<file path="config.mk">
export PLATFORM = sky130hd
export DESIGN_NAME = softex_cast_out_ctrl
export DESIGN_NICKNAME = d
export VERILOG_FILES = /design/src/rtl/softex_cast_out_ctrl.sv
export SDC_FILE = /design/constraint.sdc
export NUM_CORES = 1
export LEC_CHECK = 0
export BUFFER_PORTS_ARGS = -buffer_cell sky130_fd_sc_hd__buf_4
export CORE_ASPECT_RATIO = 0.7
export CORE_MARGIN = 1
export CORE_UTILIZATION = 28
export CTS_BUF_LIST = sky130_fd_sc_hd__clkbuf_4 sky130_fd_sc_hd__clkbuf_8 sky130_fd_sc_hd__clkbuf_16
export DETAILED_ROUTE_END_ITERATION = 7
export PLACE_DENSITY = 0.52
export SETUP_SLACK_MARGIN = 0.05
export SYNTH_ARGS = -nofsm -noshare
export SYNTH_HDL_FRONTEND = slang
export SYNTH_SLANG_ARGS = --single-unit
export TNS_END_PERCENT = 10
</file>
<file path="constraint.sdc">
create_clock -name clk_i -period 2.4 [get_ports clk_i]
set_input_delay 0.48 -clock clk_i [delete_from_list [all_inputs] [get_ports clk_i]]
set_output_delay 0.48 -clock clk_i [all_outputs]
set_load 0.01 [all_outputs]
</file>
<file path="src/rtl/softex_cast_out_ctrl.sv">
// Job-level sequencer for the output cast stage: latches one cast configuration per job
// and opens the stream handshake into the cast stage for exactly the programmed beat count.
module softex_cast_out_ctrl #(
    parameter int unsigned INT_WIDTH  = 8,
    parameter int unsigned BEAT_CNT_W = 16
) (
    input  logic                          clk_i,
    input  logic                          rst_ni,
    input  logic                          clear_i,
    input  logic                          job_valid_i,
    output logic                          job_ready_o,
    input  logic                          job_enable_i,
    input  logic                          job_is_signed_i,
    input  logic [$clog2(INT_WIDTH):0]    job_int_bits_i,
    input  logic [BEAT_CNT_W-1:0]         job_num_beats_i,
    output logic [$clog2(INT_WIDTH)+2:0]  ctrl_o,        // packed cast_ctrl_t {enable, is_signed, int_bits}
    input  logic                          up_valid_i,
    output logic                          up_ready_o,
    output logic                          cast_valid_o,
    input  logic                          cast_ready_i,
    output logic                          busy_o,
    output logic                          done_o,
    output logic [BEAT_CNT_W-1:0]         beat_cnt_o,
    output logic                          cfg_err_o
);

    localparam int unsigned INT_BITS_W = $clog2(INT_WIDTH) + 1;

    typedef struct packed {
        logic                  enable;
        logic                  is_signed;
        logic [INT_BITS_W-1:0] int_bits;
    } cast_ctrl_t;

    typedef enum logic [1:0] {
        IDLE = 2'd0,
        RUN  = 2'd1,
        DONE = 2'd2
    } state_t;

    localparam logic [INT_BITS_W-1:0] INT_WIDTH_V = INT_BITS_W'(INT_WIDTH);
    localparam logic [BEAT_CNT_W-1:0] ONE_BEAT    = BEAT_CNT_W'(1);

    state_t                state_reg;
    cast_ctrl_t            ctrl_reg;
    logic [BEAT_CNT_W-1:0] beat_cnt_reg;
    logic [BEAT_CNT_W-1:0] num_beats_reg;
    logic                  cfg_err_reg;

    logic run;
    logic beat;
    logic last_beat;
    logic int_bits_bad;

    // The stream is only open in RUN, so no beat can slip through before
    // configuration or after the count is exhausted.
    assign run          = (state_reg == RUN);
    assign beat         = run & up_valid_i & cast_ready_i;
    assign last_beat    = ((beat_cnt_reg + ONE_BEAT) == num_beats_reg);
    assign int_bits_bad = (job_int_bits_i == '0) || (job_int_bits_i > INT_WIDTH_V);

    assign job_ready_o  = (state_reg == IDLE) & ~clear_i;
    assign cast_valid_o = run & up_valid_i;
    assign up_ready_o   = run & cast_ready_i;
    assign busy_o       = (state_reg != IDLE);
    assign done_o       = (state_reg == DONE);
    assign ctrl_o       = ctrl_reg;
    assign beat_cnt_o   = beat_cnt_reg;
    assign cfg_err_o    = cfg_err_reg;

    always_ff @(posedge clk_i) begin
        if (!rst_ni) begin
            state_reg     <= IDLE;
            ctrl_reg      <= '0;
            beat_cnt_reg  <= '0;
            num_beats_reg <= '0;
            cfg_err_reg   <= 1'b0;
        end else if (clear_i) begin
            // Abort: configuration and error flag survive, progress does not.
            state_reg    <= IDLE;
            beat_cnt_reg <= '0;
        end else begin
            case (state_reg)
                IDLE: begin
                    if (job_valid_i) begin
                        ctrl_reg.enable    <= job_enable_i;
                        ctrl_reg.is_signed <= job_is_signed_i;
                        ctrl_reg.int_bits  <= int_bits_bad ? INT_WIDTH_V : job_int_bits_i;
                        cfg_err_reg        <= int_bits_bad;
                        num_beats_reg      <= job_num_beats_i;
                        beat_cnt_reg       <= '0;
                        state_reg          <= (job_num_beats_i == '0) ? DONE : RUN;
                    end
                end
                RUN: begin
                    if (beat) begin
                        beat_cnt_reg <= beat_cnt_reg + ONE_BEAT;
                        if (last_beat) begin
                            state_reg <= DONE;
                        end
                    end
                end
                DONE: begin
                    state_reg <= IDLE;
                end
                default: begin
                    state_reg <= IDLE;
                end
            endcase
        end
    end

endmodule

</file>
; ---- After elaboration in Yosys (flattened, before gate mapping)
; Index checks and enable logic that the tools add are counted.
[totals]
ff_bits = 41
latch_bits = 0
mem_bits_rw = 0
rom_bits = 0
in_bits = 28
n_memories = 0
[op_classes]
addsub = 1
multipliers = 0
div_mod_pow = 0
magnitude_cmp = 1
n_eq_ne = 6
shift = 0
muxes = 9
bitwise_logic = 6
n_reduce_logical = 10
[ops]
columns = operator, count
row1 = 2-to-1 mux 16 bit, 2
row2 = one-hot mux 16 bit (2 select lines), 1
row3 = adder 16 x 1 -> 16 bit (second input constant), 1
row4 = equality test 16 bit, 1
row5 = logical NOT 16 bit, 1
row6 = AND reduction 3 bit, 3
row7 = 2-to-1 mux 2 bit, 4
row8 = AND 1 bit, 4
row9 = > comparator 4 bit (second input constant), 1
row10 = logical NOT 4 bit, 1
row11 = 2-to-1 mux 4 bit, 1
row12 = != test 2 x 1 -> 1 bit (second input constant), 2
row13 = one-hot mux 2 bit (2 select lines), 1
row14 = nonzero test 2 bit, 2
row15 = equality test 2 x 1 -> 1 bit (second input constant), 1
row16 = equality test 2 bit (second input constant), 1
row17 = logical NOT 2 bit, 1
row18 = != test 2 bit (second input constant), 1
row19 = inverter 1 bit, 2
row20 = OR reduction 2 bit, 1
row21 = logical OR 1 bit, 1

; ---- Depth between registers and ports, before layout
; Gate-level depths: netlist (run 1).
[logic_depth]
depth_word = 5
ltp_mapped = 9
depth_no_buf = 8

; ---- Worst setup path after synthesis (run 1)
; Ideal clock, no wire load.
[synth_timing]
kind = register to register
from = register beat_cnt_reg[0] (netlist: beat_cnt_o[0])
to = register state_reg[1]
setup_ns = 0.103
arrival_time_ns = 2.387
t_required_ns = 2.297
path_slack_ns = -0.091
stages_incl_launch_ff = 9
path_buffers = 0
period_less_slack_ns = 2.491
cell_sequence = dfxtp_1 -> ha_1 -> xor2_1 -> a211oi_2 -> nand3_1 -> or4_4 -> nor4_4 -> nand2_2 -> a2111oi_2
[synth_via]
elab_chain_cells = 4
[synth_rtl]
columns = element, line
row1 = start: declaration, 46  ; logic [BEAT_CNT_W-1:0] beat_cnt_reg;
row2 = start signal: assignment, 97  ; beat_cnt_reg <= beat_cnt_reg + ONE_BEAT;
row3 = adder 16 x 1 -> 16 bit, 59  ; assign last_beat = ((beat_cnt_reg + ONE_BEAT) == num_beats_reg);
row4 = equality test 16 bit, 59
row5 = != test 2 x 1 -> 1 bit (no line), n/a
row6 = AND reduction 3 bit (no line), n/a
row7 = end signal: assignment, 92  ; state_reg <= (job_num_beats_i == '0) ? DONE : RUN;
row8 = end: declaration, 44  ; state_t state_reg;
; Every way passes these cells.
; A chain may end at the register's enable or synchronous reset.

; ---- Worst setup path after layout (run 1)
[layout_timing]
from = register beat_cnt_reg[1] (netlist: beat_cnt_o[1])
to = register state_reg[1]
; Same word-level chain as after synthesis.

==> flow_metrics.tcl, run 1 <==
set metrics [dict create \
    clock-sinks 41 \
    drt_iter0_markers 178 \
    rsz0062_at_grt "yes" \
    crit_path_start_kind "flop" \
    yosysSeqAreaShare_pct 34.1 \
    hold_class "in -> reg" \
    synthArstFlopShare_pct 0 \
    start_util_pct 29.7 \
    tightest_slew_ps 846 \
    slew_headroom_pct 43.6 \
    htree_levels 2 \
    via_per_inst 5.16 \
    cts_buffers 5 \
    ys_ff_latch 41 \
    syn_nets 330 \
    worstSetupPathType "reg -> reg" \
    startpoint "beat_cnt_o[1]$_SDFFE_PP0P_" \
    first_pass_iters 4 \
    gp_congestion 0.867 \
    syn_area_um2 2410 \
    grt_pass1_vias 2207 \
    synth_cell_types 56 \
    r2r_cells 8 \
    dp_hpwl_mm 5.15 \
    grt_pass1_wl_mm 11.4 \
    rr_endpoint "state_reg[1]$_SDFFE_PP0P_" \
    rows 27 \
    port_buffers 55 \
    endpoint "state_reg[1]$_SDFFE_PP0P_" \
    ys.flop_type "dfxtp_1" \
    critPathMaxFanout 7 \
    coreArea_um2 8110 \
    rrSetupSlack_ps 120 \
    hold_violations 0 \
    grt_max_degree 25 \
    finalMaxSlewViolations 0 \
    cap_violations 0 \
    root_buffer "clkbuf_16" \
    max_clock_freq_mhz 439 \
    p_leak_nw 1.20 \
    die_area_um2 8970 \
    synth-edff-count 0 \
    placedCellCount 452 \
    cp.arrival_ps 2460 \
    vias 2388 \
    n_antenna_cell 0 \
    ios 56 \
    avgSynthCellArea_um2 7.99 \
    wl_per_cell_um 15.1 \
    worst_setup_path_end_kind "flop" \
    grtUsageTotal_pct 16.3 \
    clk-insertion-delay-late_ps 290 \
    totalWireLength_mm 6.98 \
    clk_path_buf_depth 2 \
    die_w_um 113 \
    period_minus_slack_ps 2280 \
    ant_nets 0 \
    yosys_warnings 0 \
    clk_pin_slew_ps 60 \
    drive_gt1_share_pct 31.8 \
    p_per_area_nw_per_um2 502 \
    tritoncts "built" \
    finalSetupViolations 0 \
    status "finished, final reports clean" \
    postCtsHoldBufs 0 \
    die_h_um 79.6 \
    grt_overflow_total 0 \
    drc_errors 0 \
    stdcell_count 463 \
    antenna_found_initial 0 \
    ir_drop_mv 0.306 \
    finalNetCount 390 \
    critPathRequiredTime_ps 2590 \
    area_growth_pct 32.1 \
    crit-reg2reg-launch "beat_cnt_o[1]$_SDFFE_PP0P_" \
    postSynthCellCount 301 \
    period_share_pct 94.9 \
    finClkSkew_ps 4.19 \
    fin_total_pwr_mw 1.60 \
]
==> worst min path at each step <==
stage                                              from                            end  slack [ps]  depth (start not counted)
after floorplan           num_beats_reg[7]$_SDFFE_PN0P_  num_beats_reg[7]$_SDFFE_PN0P_         450                          2
after global placement           ctrl_o[4]$_SDFFE_PN0P_         ctrl_o[4]$_SDFFE_PN0P_         450                          2
after detailed placement         ctrl_o[4]$_SDFFE_PN0P_         ctrl_o[4]$_SDFFE_PN0P_         460                          2
after CTS                               job_is_signed_i         ctrl_o[4]$_SDFFE_PN0P_         450                          3
after global routing                    job_is_signed_i         ctrl_o[4]$_SDFFE_PN0P_         450                          3
final                                   job_is_signed_i         ctrl_o[4]$_SDFFE_PN0P_         450                          3
==> synthesized netlist by cell type (3+ instances only) <==
master	number	area, um2
nand2_1	54	203
dfxtp_1	41	821
nor2_1	25	93.8
a21boi_0	21	158
o21ai_0	17	85.1
clkbuf_1	14	52.6
a21oi_1	13	65.1
xnor2_1	12	105
nand3_1	9	45.0
nor4_1	9	56.3
xor2_1	8	70.1
nor3_1	6	30.0
a31oi_1	4	25.0
nand2b_1	4	25.0
nand4_1	4	25.0
a211oi_1	3	22.5
a311oi_1	3	26.3
and2_1	3	18.8
nand3b_1	3	22.5
==> kinds of logic after synthesis <==
kind of cell / share of synthesized area (%)
buffers and inverters: 6.50
flip-flops: 34.1
XOR/XNOR: 7.28
multiplexers: 0.416
AND/OR/NAND/NOR: 29.0
AO/OA/AOI/OAI: 22.2
adder cells (fa/ha/maj): 0.520
==> cell type report <==
type	count	area, um2
tap	101	126
timing repair buffer	75	563
clock inverter	2	15.0
sequential	41	830
multi-input combinational	236	1510
fill	885	4930
inverter	2	7.51
clock buffer	6	133
==> per-layer routing <==
| layer | share of wire [%] | vias up | track usage, % |
|---|---|---|---|
| met1 | 51 | 1113 | 24.1 |
| met5 | 0 | - | 0 |
| met3 | 7.3 | 5 | 4.56 |
| li1 | - | 1190 | - |
| met2 | 41 | 80 | 22.0 |
| met4 | 0.87 | 0 | 5.33 |
==> worst max-delay path, cell delays in order (launching register included) <==
cell and delay (ps):
dfxtp_2 350, ha_4 180, nand2b_4 130, and3b_1 170
a211oi_2 40, or4_4 560, nor4_4 360, nand2_2 110
a2111oi_4 270
==> stage by stage <==
step                      util, %  cell area [um2]  TNS (ps)  hold WS [ps]  setup slack (ps)
after floorplan                 -             2410         0           449               130
after global placement       36.1             2930         0           451              64.5
after detailed placement     36.1             2930     -7.46           462             -7.46
after CTS                    38.1             3090         0           449              51.8
after global routing         39.2             3180         0           452              17.3
final                        39.2             3180         0           453               122
==> power by group <==
| group | switching, mW | leakage [nW] | internal [mW] |
|---|---|---|---|
| Clock | 0.281 | 0.0665 | 0.397 |
| Combinational | 0.102 | 0.799 | 0.0963 |
| Sequential | 0.0189 | 0.336 | 0.700 |
==> layout by cell type, fill, tap and decap left out, types with 4 or more instances in the layout <==
master and count:
buf_4 75, xor2_1 8, nand4_1 4, o21ai_0 16
a21oi_1 13, nand3_1 9, nand2_1 54, xnor2_1 12
a31oi_1 4, a21boi_0 21, nor3_1 6, clkbuf_16 5
nor2_1 23, nor4_1 7, dfxtp_1 34, dfxtp_2 7
==> timing repair <==
item	in CTS	in global routing
buffers inserted	0	3
pin swaps	0	11
gates resized for setup	2	16
setup endpoints to repair	1	2
gates cloned	0	0
No activity file was read; power rests on OpenSTA's default activity.
==> inputs of run 2 (changes only) <==
ABC_AREA = 1   (was unset)
==> flow_metrics.tcl, run 2 <==
set metrics [dict create \
    syn_area_um2 2290 \
    startpoint "beat_cnt_o[0]$_SDFFE_PP0P_" \
    synthMuxAreaShare_pct 0 \
    status "finished, final reports clean" \
    finClkSkew_ps 6.22 \
    worst_setup_path_end_kind "flop" \
    area_growth_pct 31.7 \
    clk_pin_slew_ps 70 \
    htree_levels 2 \
    vias 2411 \
    tritoncts "built" \
    synthArstFlopShare_pct 0 \
    via_per_inst 4.65 \
    drc_errors 0 \
    slew_headroom_pct 66.9 \
    die_w_um 110 \
    cap_violations 0 \
    drive_gt1_share_pct 20.3 \
    clk_path_buf_depth 2 \
    stdcell_count 519 \
    crit_path_start_kind "flop" \
    first_pass_iters 4 \
    die_h_um 77.7 \
    netlist.area_leader.share_pct 35.8 \
    critPathMaxFanout 5 \
    cts_buffers 5 \
    ys.flop_type "dfxtp_1" \
    synth_compound_area_share_pct 14.1 \
    antenna_found_initial 0 \
    worstSetupPathType "reg -> reg" \
    cp.arrival_ps 2120 \
    finalMaxSlewViolations 0 \
    cts_resized 0 \
    fill_cells 860 \
    critPathRequiredTime_ps 2570 \
    p_leak_nw 1.30 \
    dp_hpwl_mm 5.20 \
    synth_cell_types 27 \
    final_cell_mix "nand2_1, buf_4, inv_1, dfxtp_1, a21oi_1" \
    crit_chain "ha_1 > nand3_1 > nor2_1 > nand3_1 > nand2_1 > nand2_1 > nand2_1 > nand3_1 > nor2_1 > nand3_2 > nand2_1 > a21oi_1" \
    n_antenna_cell 0 \
    ant_nets 0 \
    grtUsageTotal_pct 16.8 \
    start_util_pct 29.0 \
    synth_commonest_cells "nand2_1, inv_1, dfxtp_1, a21oi_1, nand3_1" \
    crit-reg2reg-launch "beat_cnt_o[0]$_SDFFE_PP0P_" \
    avgSynthCellArea_um2 6.44 \
    die_area_um2 8560 \
    synth_top_family_by_area "simple AND/OR/NAND/NOR gates" \
    seqCellArea_um2 821 \
    max_clock_freq_mhz 510 \
    grt_max_degree 30 \
    hold_class "in -> reg" \
    drt_iter0_markers 146 \
    cts.repair_timing.setup_buffer_count 0 \
    coreArea_um2 7910 \
    finalSetupViolations 0 \
    grt_pass1_wl_mm 10.9 \
    ir_drop_mv 0.280 \
    placedCellCount 511 \
    multiInputGateArea_um2 1270 \
    p_per_area_nw_per_um2 569 \
    ys_ff_latch 41 \
    fin_tns_setup_ps 0 \
    tightest_slew_ps 495 \
    yosysMostFrequentCell "nand2_1" \
    postSynthCellCount 356 \
    synth_fa_ha_area_share_pct 0.546 \
    slowest_stage "dfxtp_1" \
    period_share_pct 81.6 \
    clk-insertion-delay-late_ps 290 \
    finalNetCount 446 \
    rsz0062_at_grt "no" \
    wl_per_cell_um 12.8 \
    clock-sinks 41 \
    hold_start "job_enable_i" \
    gp_congestion 0.818 \
    yosys.area_share.xor_xnor_pct 2.51 \
    critPathMaxStageDelay_ps 410 \
    yosysSeqAreaShare_pct 35.8 \
    synth-simple-area-share_pct 38.4 \
    totalWireLength_mm 6.65 \
    synth-edff-count 0 \
    port_buffers 55 \
    crit_top_cell "nand2_1" \
    yosys_warnings 0 \
    ios 56 \
    root_buffer "clkbuf_16" \
    synth_area_leaders "dfxtp_1, nand2_1, a21oi_1" \
    grt_pass1_vias 2177 \
    syn_nets 385 \
    grt_overflow_total 0 \
    yosysTopAreaCell "dfxtp_1" \
    rows 27 \
    postCtsHoldBufs 0 \
    final_util_pct 38.2 \
    final_common_cell "nand2_1" \
    hold_violations 0 \
    period_minus_slack_ps 1960 \
]
[run 2: cell types whose count changed after synthesis, sizes merged, moves of 13 or more]
| cell | previous run | this run |
|---|---|---|
| nand2 | 55 | 110 |
| inv | 2 | 42 |
| a21oi | 13 | 40 |
| nand3 | 11 | 36 |
| a21boi | 21 | 0 |
| nor2 | 25 | 38 |
[run 2: cell families after synthesis]
logic type | count (synthesis)
flip-flops | 41
AO/OA/AOI/OAI | 61
buffers and inverters | 52
XOR/XNOR | 5
AND/OR/NAND/NOR | 196
adder cells (fa/ha/maj) | 1
[run 2: routing by layer]
| layer | up-vias | share of wire, % | global-route usage [%] |
|---|---|---|---|
| met5 | - | 0 | 0 |
| li1 | 1271 | - | - |
| met2 | 75 | 40 | 23.5 |
| met1 | 1061 | 51 | 25.6 |
| met4 | 0 | 0.57 | 4.08 |
| met3 | 4 | 7.7 | 3.53 |
[run 2: worst paths after layout]
| kind | slack [ps] | to | depth (start not counted) |
|---|---|---|---|
| setup / recovery | 440 | state_reg[0]$_SDFFE_PP0P_ | 12 |
| hold / removal | 440 | ctrl_o[5]$_SDFFE_PN0P_ | 3 |
| setup reg to reg | 440 | state_reg[0]$_SDFFE_PP0P_ | 12 |
| hold reg to reg | 470 | ctrl_o[5]$_SDFFE_PN0P_ | 2 |
[run 2: layout make-up]
cell class	count	share of cell area (%)
Clock inverter	3	1.53
Clock buffer	5	4.14
Sequential cell	41	27.2
Timing Repair Buffer	61	15.2
Tap cell	101	4.19
Multi-Input combinational cell	263	42.2
Inverter	45	5.59
[run 2: worst max-delay path: cells and delay by family, from the launching register on]
kind,cells,cell delay [ps]
simple gates,10,1150
flops,1,410
fa+ha+maj,1,220
compound gates,1,50
[run 2: where the power goes]
| part | internal, mW | switching [mW] | leakage [nW] |
|---|---|---|---|
| Combinational | 0.0905 | 0.123 | 0.890 |
| Sequential | 0.707 | 0.0149 | 0.334 |
| Clock | 0.492 | 0.291 | 0.0800 |
| Total | 1.29 | 0.429 | 1.30 |
[run 2: through the flow]
stage	area (um2)	setup WS, ps	power [mW]	hold WS (ps)
2_1_floorplan	2290	727	0.849	444
3_3_place_gp	2850	500	0.950	455
3_5_place_dp	2850	462	0.951	461
4_1_cts	3020	447	1.74	443
5_1_grt	3020	198	1.80	461
6_report	3020	441	1.72	445
